**config.mk**
```make
export PLATFORM = sky130hd
export DESIGN_NAME = sprite_blitter
export DESIGN_NICKNAME = d
export VERILOG_FILES = /design/src/rtl/blit_pkg.sv /design/src/rtl/blit_addr_gen.sv /design/src/rtl/sprite_blitter.sv
export SDC_FILE = /design/constraint.sdc
export NUM_CORES = 1
export LEC_CHECK = 0
export ABC_CLOCK_PERIOD_IN_PS = 2450
export CORE_MARGIN = 2
export CORE_UTILIZATION = 45
export CTS_CLUSTER_SIZE = 10
export DETAILED_ROUTE_END_ITERATION = 10
export HOLD_SLACK_MARGIN = 0.15
export PLACE_DENSITY = 0.67
export SLEW_MARGIN = 15
export SYNTH_ARGS = -nofsm -noshare
export SYNTH_HDL_FRONTEND = slang
export SYNTH_SLANG_ARGS = --single-unit
```
**constraint.sdc**
```tcl
create_clock -name Clk -period 2.45 [get_ports Clk]
set_input_delay 0.735 -clock Clk [delete_from_list [all_inputs] [get_ports Clk]]
set_output_delay 0.735 -clock Clk [all_outputs]
set_load 0.005 [all_outputs]
```
**src/rtl/blit_pkg.sv**
```systemverilog
// blit_pkg: shared constants, types and state/mode encodings for the sprite blitter
package blit_pkg;
  localparam int SCREEN_W = 640;
  localparam int SCREEN_H = 480;
  localparam int ADDR_W = 20;
  localparam int PIX_W = 3;
  localparam int DIM_W = 6;
  localparam int ROM_ADDR_W = 12;
  typedef logic [PIX_W-1:0] pix_t;
  typedef logic [ADDR_W-1:0] fb_addr_t;
  localparam pix_t TRANSPARENT = '0;
  typedef enum logic [1:0] {IDLE, ISSUE, DRAIN, DONE} blit_state_t;
  typedef enum logic {COPY, FILL} blit_mode_t;
endpackage

```
**src/rtl/blit_addr_gen.sv**
```systemverilog
// blit_addr_gen: col/row walk, row_base and ROM address incrementers, last-pixel and clip flags
// Ports: Clk, Reset_n; load (latch origin) / step (advance one pixel); x0, y0, w, h, rom_base;
// rom_addr, fb_addr (row_base+col of the current pixel), last, clip. Clip logic only under BLIT_CLIP_EN.
module blit_addr_gen
  import blit_pkg::*;
(
  input  logic                  Clk,
  input  logic                  Reset_n,
  input  logic                  load,
  input  logic                  step,
  input  logic [9:0]            x0,
  input  logic [9:0]            y0,
  input  logic [DIM_W-1:0]      w,
  input  logic [DIM_W-1:0]      h,
  input  logic [ROM_ADDR_W-1:0] rom_base,
  output logic [ROM_ADDR_W-1:0] rom_addr,
  output fb_addr_t              fb_addr,
  output logic                  last,
  output logic                  clip
);
  logic [DIM_W-1:0] col, row;
  fb_addr_t row_base;
  logic col_end;
  assign col_end = col == w - 1'b1;
  assign last = col_end && row == h - 1'b1;
  assign fb_addr = row_base + fb_addr_t'(col);
  // row-major with stride w makes the ROM walk a plain +1 per pixel
  always_ff @(posedge Clk or negedge Reset_n)
    if (!Reset_n) begin
      col <= '0;
      row <= '0;
      row_base <= '0;
      rom_addr <= '0;
    end else if (load) begin
      col <= '0;
      row <= '0;
      row_base <= (fb_addr_t'(y0) << 9) + (fb_addr_t'(y0) << 7) + fb_addr_t'(x0);
      rom_addr <= rom_base;
    end else if (step) begin
      col <= col_end ? '0 : col + 1'b1;
      row <= col_end ? row + 1'b1 : row;
      row_base <= col_end ? row_base + fb_addr_t'(SCREEN_W) : row_base;
      rom_addr <= rom_addr + 1'b1;
    end
`ifdef BLIT_CLIP_EN
  logic [9:0] x0_q;
  logic [10:0] xc, yc;
  assign clip = xc >= 11'(SCREEN_W) || yc >= 11'(SCREEN_H);
  always_ff @(posedge Clk or negedge Reset_n)
    if (!Reset_n) begin
      x0_q <= '0;
      xc <= '0;
      yc <= '0;
    end else if (load) begin
      x0_q <= x0;
      xc <= {1'b0, x0};
      yc <= {1'b0, y0};
    end else if (step) begin
      xc <= col_end ? {1'b0, x0_q} : xc + 1'b1;
      yc <= col_end ? yc + 1'b1 : yc;
    end
`else
  assign clip = 1'b0;
`endif
endmodule

```
**src/rtl/sprite_blitter.sv**
```systemverilog
// sprite_blitter: turns a start request into per-pixel frame-buffer writes (ROM copy or fill)
// Ports: Clk, Reset_n (async, active-low); start/mode/fill_color/x0/y0/w/h/rom_base request;
// rom_addr/rom_data sprite ROM (1-cycle latency); fb_we/fb_write_address/fb_data_In writes; busy, done.
// Optional per-pixel off-screen clipping with BLIT_CLIP_EN.
module sprite_blitter
  import blit_pkg::*;
(
  input  logic                  Clk,
  input  logic                  Reset_n,
  input  logic                  start,
  input  logic                  mode,
  input  logic [PIX_W-1:0]      fill_color,
  input  logic [9:0]            x0,
  input  logic [9:0]            y0,
  input  logic [DIM_W-1:0]      w,
  input  logic [DIM_W-1:0]      h,
  input  logic [ROM_ADDR_W-1:0] rom_base,
  output logic [ROM_ADDR_W-1:0] rom_addr,
  input  logic [PIX_W-1:0]      rom_data,
  output logic                  fb_we,
  output logic [ADDR_W-1:0]     fb_write_address,
  output logic [PIX_W-1:0]      fb_data_In,
  output logic                  busy,
  output logic                  done
);
  blit_state_t state;
  blit_mode_t mode_q;
  pix_t fill_q, data_hold;
  fb_addr_t fb_addr, wr_addr, addr_hold;
  logic [DIM_W-1:0] w_q, h_q;
  logic load, step, last, clip, clip_q, wr_v, zero;
  assign load = state == IDLE && start;
  assign step = state == ISSUE;
  assign zero = w == '0 || h == '0;
  blit_addr_gen u_gen (
    .Clk(Clk),
    .Reset_n(Reset_n),
    .load(load),
    .step(step),
    .x0(x0),
    .y0(y0),
    .w(w_q),
    .h(h_q),
    .rom_base(rom_base),
    .rom_addr(rom_addr),
    .fb_addr(fb_addr),
    .last(last),
    .clip(clip)
  );
  always_ff @(posedge Clk or negedge Reset_n)
    if (!Reset_n) begin
      state <= IDLE;
      busy <= 1'b0;
      done <= 1'b0;
      w_q <= '0;
      h_q <= '0;
      mode_q <= COPY;
      fill_q <= '0;
    end else
      case (state)
        IDLE: if (start) begin
          w_q <= w;
          h_q <= h;
          mode_q <= blit_mode_t'(mode);
          fill_q <= fill_color;
          busy <= 1'b1;
          done <= zero;
          state <= zero ? DONE : ISSUE;
        end
        ISSUE: if (last) state <= DRAIN;
        DRAIN: begin
          done <= 1'b1;
          state <= DONE;
        end
        DONE: begin
          done <= 1'b0;
          busy <= 1'b0;
          state <= IDLE;
        end
      endcase
  // write stage trails issue by one cycle so rom_data lines up with its address
  always_ff @(posedge Clk or negedge Reset_n)
    if (!Reset_n) begin
      wr_v <= 1'b0;
      wr_addr <= '0;
      clip_q <= 1'b0;
      addr_hold <= '0;
      data_hold <= '0;
    end else begin
      wr_v <= step;
      wr_addr <= fb_addr;
      clip_q <= clip;
      addr_hold <= fb_write_address;
      data_hold <= fb_data_In;
    end
  assign fb_we = wr_v && !clip_q && (mode_q == FILL || rom_data != TRANSPARENT);
  assign fb_write_address = fb_we ? wr_addr : addr_hold;
  assign fb_data_In = fb_we ? (mode_q == FILL ? fill_q : rom_data) : data_hold;
endmodule

```
==> qor.yml, run 1 <==
status:
  status: "complete, but fails checks"
  violations: "negative setup slack"
route:
  first_iter_violations: 250
  ant_nets: 0
  drc_errors: 0
  wl_per_cell_um: 17.1
  vias_per_cell: 5.17
  dr.pass1.iters: 5
  wl_um: 18100
  vias: 5444
finish:
  most-common-layout-cells: "124 x buf_4, 111 x nand2_1, 108 x dfrtp_1, 55 x clkdlybuf4s50_1, 40 x nand2_4"
  n_antenna_cell: 0
  final_area_um2: 9270
  drive_above_1_share: 0.349
  layout.cells.non_filler: 1054
  area_delta_synth_final_pct: 56.9
  final_nets: 969
  final_common_cell: "buf_4"
  fill_cells: 887
synthesis:
  synth_seq_cells: 108
  ys_types: 49
  synth_top_area_cell: "dfrtp_1"
  async_flop_share: 1.00
  synthFlopType: "dfrtp_1"
  seq_area_frac_synth: 0.457
  netlist.area_leader.share: 0.457
  syn_inst: 641
  synth_area_leaders: "dfrtp_1 46%, nand2_1 11%, ha_1 7.4%"
  synth_fp_nets: 733
  syn_avg_cell_area_um2: 9.22
  synth_area_um2: 5910
  synth_edf_count: 0
  synth_warnings: 0
floorplanning:
  initial_core_util: 0.464
  core_um2: 12700
  dieArea_um2: 14100
  placementRows: 41
  ioPinCount: 92
  die_width_um: 119
  die_h_um: 119
cts:
  clk_path_buf_depth: 2
  cts_sinks: 108
  cts_root_buf: "clkbuf_16"
  htreeDepth: 3
  cts_hold_buf: 0
  clkTransAtPathRegs_ps: 90
  worstSkewPairLatency_ps: 370
  cts_tree: "yes"
  cts_buffers: 9
timing:
  timing.final.ws_setup_ps: -313
  rsz0062_at_grt: "true"
  clock_skew_ps: 13.3
  finalCriticalPeriod_ps: 2760
  setup_viol: 32
  max_freq_mhz: 362
  tightestPinTransition_ps: 554
  maxSlewHeadroom: 0.631
  maxSlewViolCount: 0
  hold_viol: 0
  period_share: 1.13
global_routing:
  grt.total_usage: 0.252
  antenna_found_initial: 0
  grt-ovfl-total: 0
  grt_max_degree: 41
  grt_pass1_wl_um: 28300
  grt_pass1_vias: 5794
setup_path:
  crit_top_cell: "buf_4"
  worst_setup_path_end_kind: "flip-flop"
  path_class: "in2reg"
  slowest_stage: "o41ai_4"
  worstPathRequired_ps: 2720
  worstPathArrival_ps: 3030
  path_max_fanout: 7
  reg2reg_depth: 18
  cpPeakStageDelay_ps: 340
  cp_cell_sequence: "buf_8 -> o41ai_4 -> buf_6 -> inv_8 -> buf_16 -> nand2_2 -> nand2_2 -> buf_4 -> buf_4 -> buf_4 -> buf_4 -> buf_4 -> buf_4 -> buf_4 -> buf_4 -> buf_4 -> buf_4 -> buf_4"
  cp-start-kind: "primary input"
placement:
  dp_cells: 929
  place.gp.congestion: 0.909
  portBuffers: 91
  placed_cell_area_um2: 7360
  dp_hpwl_um: 10100
pwr:
  leakage_nw: 4.48
  power_mw: 3.98
  p_per_area_nw_per_um2: 429
  vdd_drop_max_uv: 383
run:
  maxCapViolCount: 0
worst_hold_path:
  hold_class: "in2async"
==> synthesized netlist by cell type, types with 2 or more instances <==
cell and count:
xor2_1 29, o21a_1 5, and2_1 3, nand2_1 169, o21ai_0 36, or3_1 5
nand2b_1 7, ha_1 35, mux2_2 2, a211oi_1 2, fa_1 3, or4_1 4
a31oi_1 9, and3b_1 2, nor2_1 30, xnor2_1 31, nor3_1 12, nand3b_1 2
inv_1 18, dfrtp_1 108, clkbuf_1 22, o211ai_1 3, o31ai_1 3, nand3_1 18
a21oi_1 21, nor4_1 2, and3_1 7, a2111oi_0 3, o21bai_1 5, nand4_1 8
nor2b_1 5, a21o_1 6, mux2i_1 10
==> registers in the layout, indices dropped and copies added, names as in the netlist <==
| signal | flops |
|---|---|
| addr_hold | 20 |
| busy | 1 |
| data_hold | 3 |
| done | 1 |
| fill_q | 3 |
| h_q | 6 |
| mode_q | 1 |
| state | 2 |
| u_gen.col | 6 |
| u_gen.rom_addr | 12 |
| u_gen.row | 6 |
| u_gen.row_base | 20 |
| w_q | 6 |
| wr_addr | 20 |
| wr_v | 1 |
==> timing repair <==
action / 4_1_cts / 5_1_grt
endpoints found under the setup margin: 34 / 40
gates cloned: 4 / 0
resized for setup: 220 / 112
pin swaps: 54 / 33
setup buffers: 105 / 18
==> worst max-delay path: cells and delay by family <==
family          cells  cell delay [ps]
buf+inv            15             1820
compound gates      1              340
simple gates        2              140
==> kinds of logic after synthesis <==
kind of cell	after synthesis	synth area share
xor+xnor	60	0.0889
fa+ha+maj	38	0.0843
compound gates	102	0.110
buf+inv	42	0.0282
simple gates	279	0.211
flops	108	0.457
mux	12	0.0208
==> path summary, 6_finish.rpt <==
check | endpoint | slack (ps) | start
setup / recovery | addr_hold[6] | -310 | rom_data[0]
hold / removal | wr_addr[17] | 340 | Reset_n
setup reg to reg | addr_hold[6] | -140 | mode_q
hold reg to reg | addr_hold[3] | 490 | wr_addr[3]
max in group asynchronous | addr_hold[2] | 1410 | Reset_n
min in group Clk | addr_hold[3] | 490 | wr_addr[3]
==> where the power goes <==
| group | total, mW | leakage [nW] | switching (mW) | internal, mW |
|---|---|---|---|---|
| combinational | 0.674 | 3.01 | 0.297 | 0.377 |
| clock | 1.50 | 0.149 | 0.773 | 0.732 |
| sequential | 1.80 | 1.33 | 0.00821 | 1.79 |
| total | 3.98 | 4.48 | 1.08 | 2.90 |
==> through the flow <==
step | hold slack (ps) | util | setup slack, ps | setup TNS (ps)
CTS | 352 | 0.689 | -267 | -4840
floorplan | 439 | - | -275 | -944
detailed placement | 445 | 0.579 | -966 | -29800
global placement | 450 | 0.579 | -938 | -28600
finish | 341 | 0.729 | -313 | -6490
global route | 372 | 0.729 | -343 | -8020
==> final cells by class <==
cell class	count	area [um2]	share of cell area
Clock inverter	7	71.3	0.00769
Timing Repair Buffer	249	2310	0.250
Inverter	18	82.6	0.00891
Tap cell	172	215	0.0232
Clock buffer	9	225	0.0243
Sequential cell	108	2700	0.292
Multi-Input combinational cell	491	3660	0.395
==> routing by layer <==
| layer | global-route usage | part of all wire | wire, um | vias to the layer above |
|---|---|---|---|---|
| li1 | - | - | - | 2647 |
| met1 | 0.293 | 0.42 | 7580 | 2652 |
| met2 | 0.452 | 0.52 | 9460 | 116 |
| met3 | 0.0512 | 0.034 | 612 | 29 |
| met4 | 0.0975 | 0.024 | 426 | 0 |
| met5 | 0 | 0 | 0 | - |
Note: power is estimated with default switching activity, not from simulation.
==> run 2, diff against run 1 <==
REMOVE_ABC_BUFFERS = 1   (was default)
==> qor.yml, run 2 (synthesis results as in run 1) <==
timing:
  finalCriticalPeriod_ps: 2660  # -105 ps
  hold_ws_ps: 315  # -25.9 ps
  setup_viol: 31  # -3.1%
  clock_skew_ps: 4.91  # -8.35 ps
  tightestPinTransition_ps: 462  # -92.3 ps
  maxSlewHeadroom: 0.690  # +0.0592
  maxSlewViolCount: 0  # unchanged
  hold_viol: 0  # unchanged
  max_freq_mhz: 376  # +4.0%
  period_share: 1.08  # -0.0429
  timing.final.ws_setup_ps: -207  # +105 ps
  rsz0062_at_grt: "true"
route:
  wl_per_cell_um: 15.3  # -11%
  vias: 5185  # -4.8%
  wl_um: 15400  # -15%
  vias_per_cell: 5.14  # -0.41%
  drc_errors: 0  # unchanged
  ant_nets: 0  # unchanged
  dr.pass1.iters: 5  # unchanged
  first_iter_violations: 279  # +12%
setup_path:
  cp-start-kind: "primary input"
  worst_setup_path_end_kind: "output pin"
  path_max_fanout: 7  # unchanged
  worstPathRequired_ps: 1710  # -1010 ps
  path_class: "in2out"
  worstPathArrival_ps: 1920  # -1110 ps
placement:
  pre_cts_ws_ps: -1540  # -579 ps
  dp_hpwl_um: 10100  # -0.36%
  placed_cell_area_um2: 7360  # -0.10%
  portBuffers: 91  # unchanged
  place.gp.congestion: 0.859  # -5.5%
floorplanning:
  placementRows: 41  # unchanged
  core_um2: 12700  # unchanged
  ioPinCount: 92  # unchanged
  dieArea_um2: 14100  # unchanged
  die_h_um: 119  # unchanged
  initial_core_util: 0.464  # unchanged
  die_width_um: 119  # unchanged
pwr:
  vdd_drop_max_uv: 336  # -12%
  power_mw: 3.98  # about the same
  pwr-share-clk: 0.395  # +0.017
  p_per_area_nw_per_um2: 462  # +7.7%
  swShare: 0.231  # -0.0396
  intPower_mw: 3.06  # +5.4%
  leakage_nw: 4.05  # -9.6%
  p_seq_frac: 0.452  # about the same
  netSwitchingPower_mw: 0.920  # -15%
  power_frac_comb: 0.153  # -0.016
finish:
  fill_cells: 1017  # +15%
  most-common-layout-cells: "134 x nand2_1, 108 x dfrtp_1, 96 x buf_4, 52 x clkdlybuf4s50_1, 31 x xnor2_1"
  final_common_cell: "nand2_1"
  area_delta_synth_final_pct: 45.7
  reg.largest.list: "addr_hold: 20 flops, u_gen.row_base: 20 flops, wr_addr: 20 flops"
  final_nets: 923  # -4.7%
  drive_above_1_share: 0.286  # -0.0633
  final_area_um2: 8610  # -7.2%
  n_antenna_cell: 0  # unchanged
  final_util: 0.676  # -0.0522
global_routing:
  antenna_found_initial: 0  # unchanged
  grt.total_usage: 0.225  # -0.0269
  grt_max_degree: 51  # +24%
  grt_pass1_wl_um: 25800  # -8.7%
  grt-ovfl-total: 0  # unchanged
  grt_pass1_vias: 5403  # -6.7%
cts:
  cts_buffers: 9  # unchanged
  htreeDepth: 3  # unchanged
  cts_tree: "yes"
  worstSkewPairLatency_ps: 350  # -20 ps
  clk_path_buf_depth: 2  # unchanged
  clkTransAtPathRegs_ps: 70  # -20 ps
  cts_root_buf: "clkbuf_16"
  cts_sinks: 108  # unchanged
run:
  maxCapViolCount: 0  # unchanged
status:
  violations: "negative setup slack"
  status: "complete, but fails checks"
worst_hold_path:
  hold_class: "in2async"
[run 2: cell count changes in the layout (fill, tap and decap cells not counted), moves of 5 or more]
cell / previous run / this run
buf_2: 13 / 20
buf_4: 124 / 96
buf_6: 39 / 16
ha_4: 9 / 14
inv_8: 6 / 1
nand2_1: 111 / 134
nand2_2: 19 / 26
nand2_4: 40 / 10
[run 2: power by group through the flow]
| stage | Clock (mW) | Combinational (mW) | Sequential (mW) |
|---|---|---|---|
| after global routing | 1.68 | 0.659 | 1.80 |
| after floorplan | 0 | 0.157 | 1.83 |
| after CTS | 1.61 | 0.562 | 1.80 |
| after global placement | 0 | 0.418 | 1.83 |
| after detailed placement | 0 | 0.426 | 1.83 |
| final | 1.57 | 0.611 | 1.80 |
[run 2: what timing repair did]
item	in CTS	in global routing
hold buffers	0	0
buffers inserted	51	5
pin swaps	57	25
cloned	4	1
gates resized for setup	220	47
endpoints found under the setup margin	34	37
[run 2: final cells by class]
cell class                 instances  area (um2)  share of cell area
inverter                          18        77.6             0.00901
sequential                       108        2700               0.314
multi-input combinational        491        3470               0.403
clock buffer                      10         239              0.0278
clock inverter                     6        86.3              0.0100
timing repair buffer             203        1810               0.211
tap                              172         215              0.0250
[run 2: path summary, 6_finish.rpt]
path                            slack (ps)                   to  cells after the start     startpoint
worst max-delay path                  -210  fb_write_address[3]                      9    rom_data[0]
worst min-delay path                   310   u_gen.row_base[12]                      1        Reset_n
worst max register to register        -110         addr_hold[2]                     16         mode_q
worst min register to register         460        addr_hold[14]                      2  addr_hold[14]
max in group asynchronous             1460         data_hold[0]                      2        Reset_n
min in group Clk                       460        addr_hold[14]                      2  addr_hold[14]
[run 2: metrics by stage]
stage | std cells | TNS [ps]
2_1_floorplan | 617 | -39690
6_report | 1008 | -4220
3_3_place_gp | 933 | -29330
4_1_cts | 1004 | -3610
5_1_grt | 1008 | -5950
3_5_place_dp | 933 | -31120
[run 2: metal layers]
| metal | part of all wire | GRT usage | vias up |
|---|---|---|---|
| met4 | 0.014 | 0.0804 | 0 |
| met1 | 0.43 | 0.281 | 2501 |
| met3 | 0.031 | 0.0343 | 19 |
| met5 | 0 | 0 | - |
| met2 | 0.53 | 0.393 | 106 |
| li1 | - | - | 2559 |
[run 2: worst max-delay path, cell delays in order]
cell	delay (ps)
buf_8	100
o41ai_4	320
buf_6	170
buf_6	110
buf_8	110
buf_12	130
nand2_4	50
nand2_2	70
buf_2	110
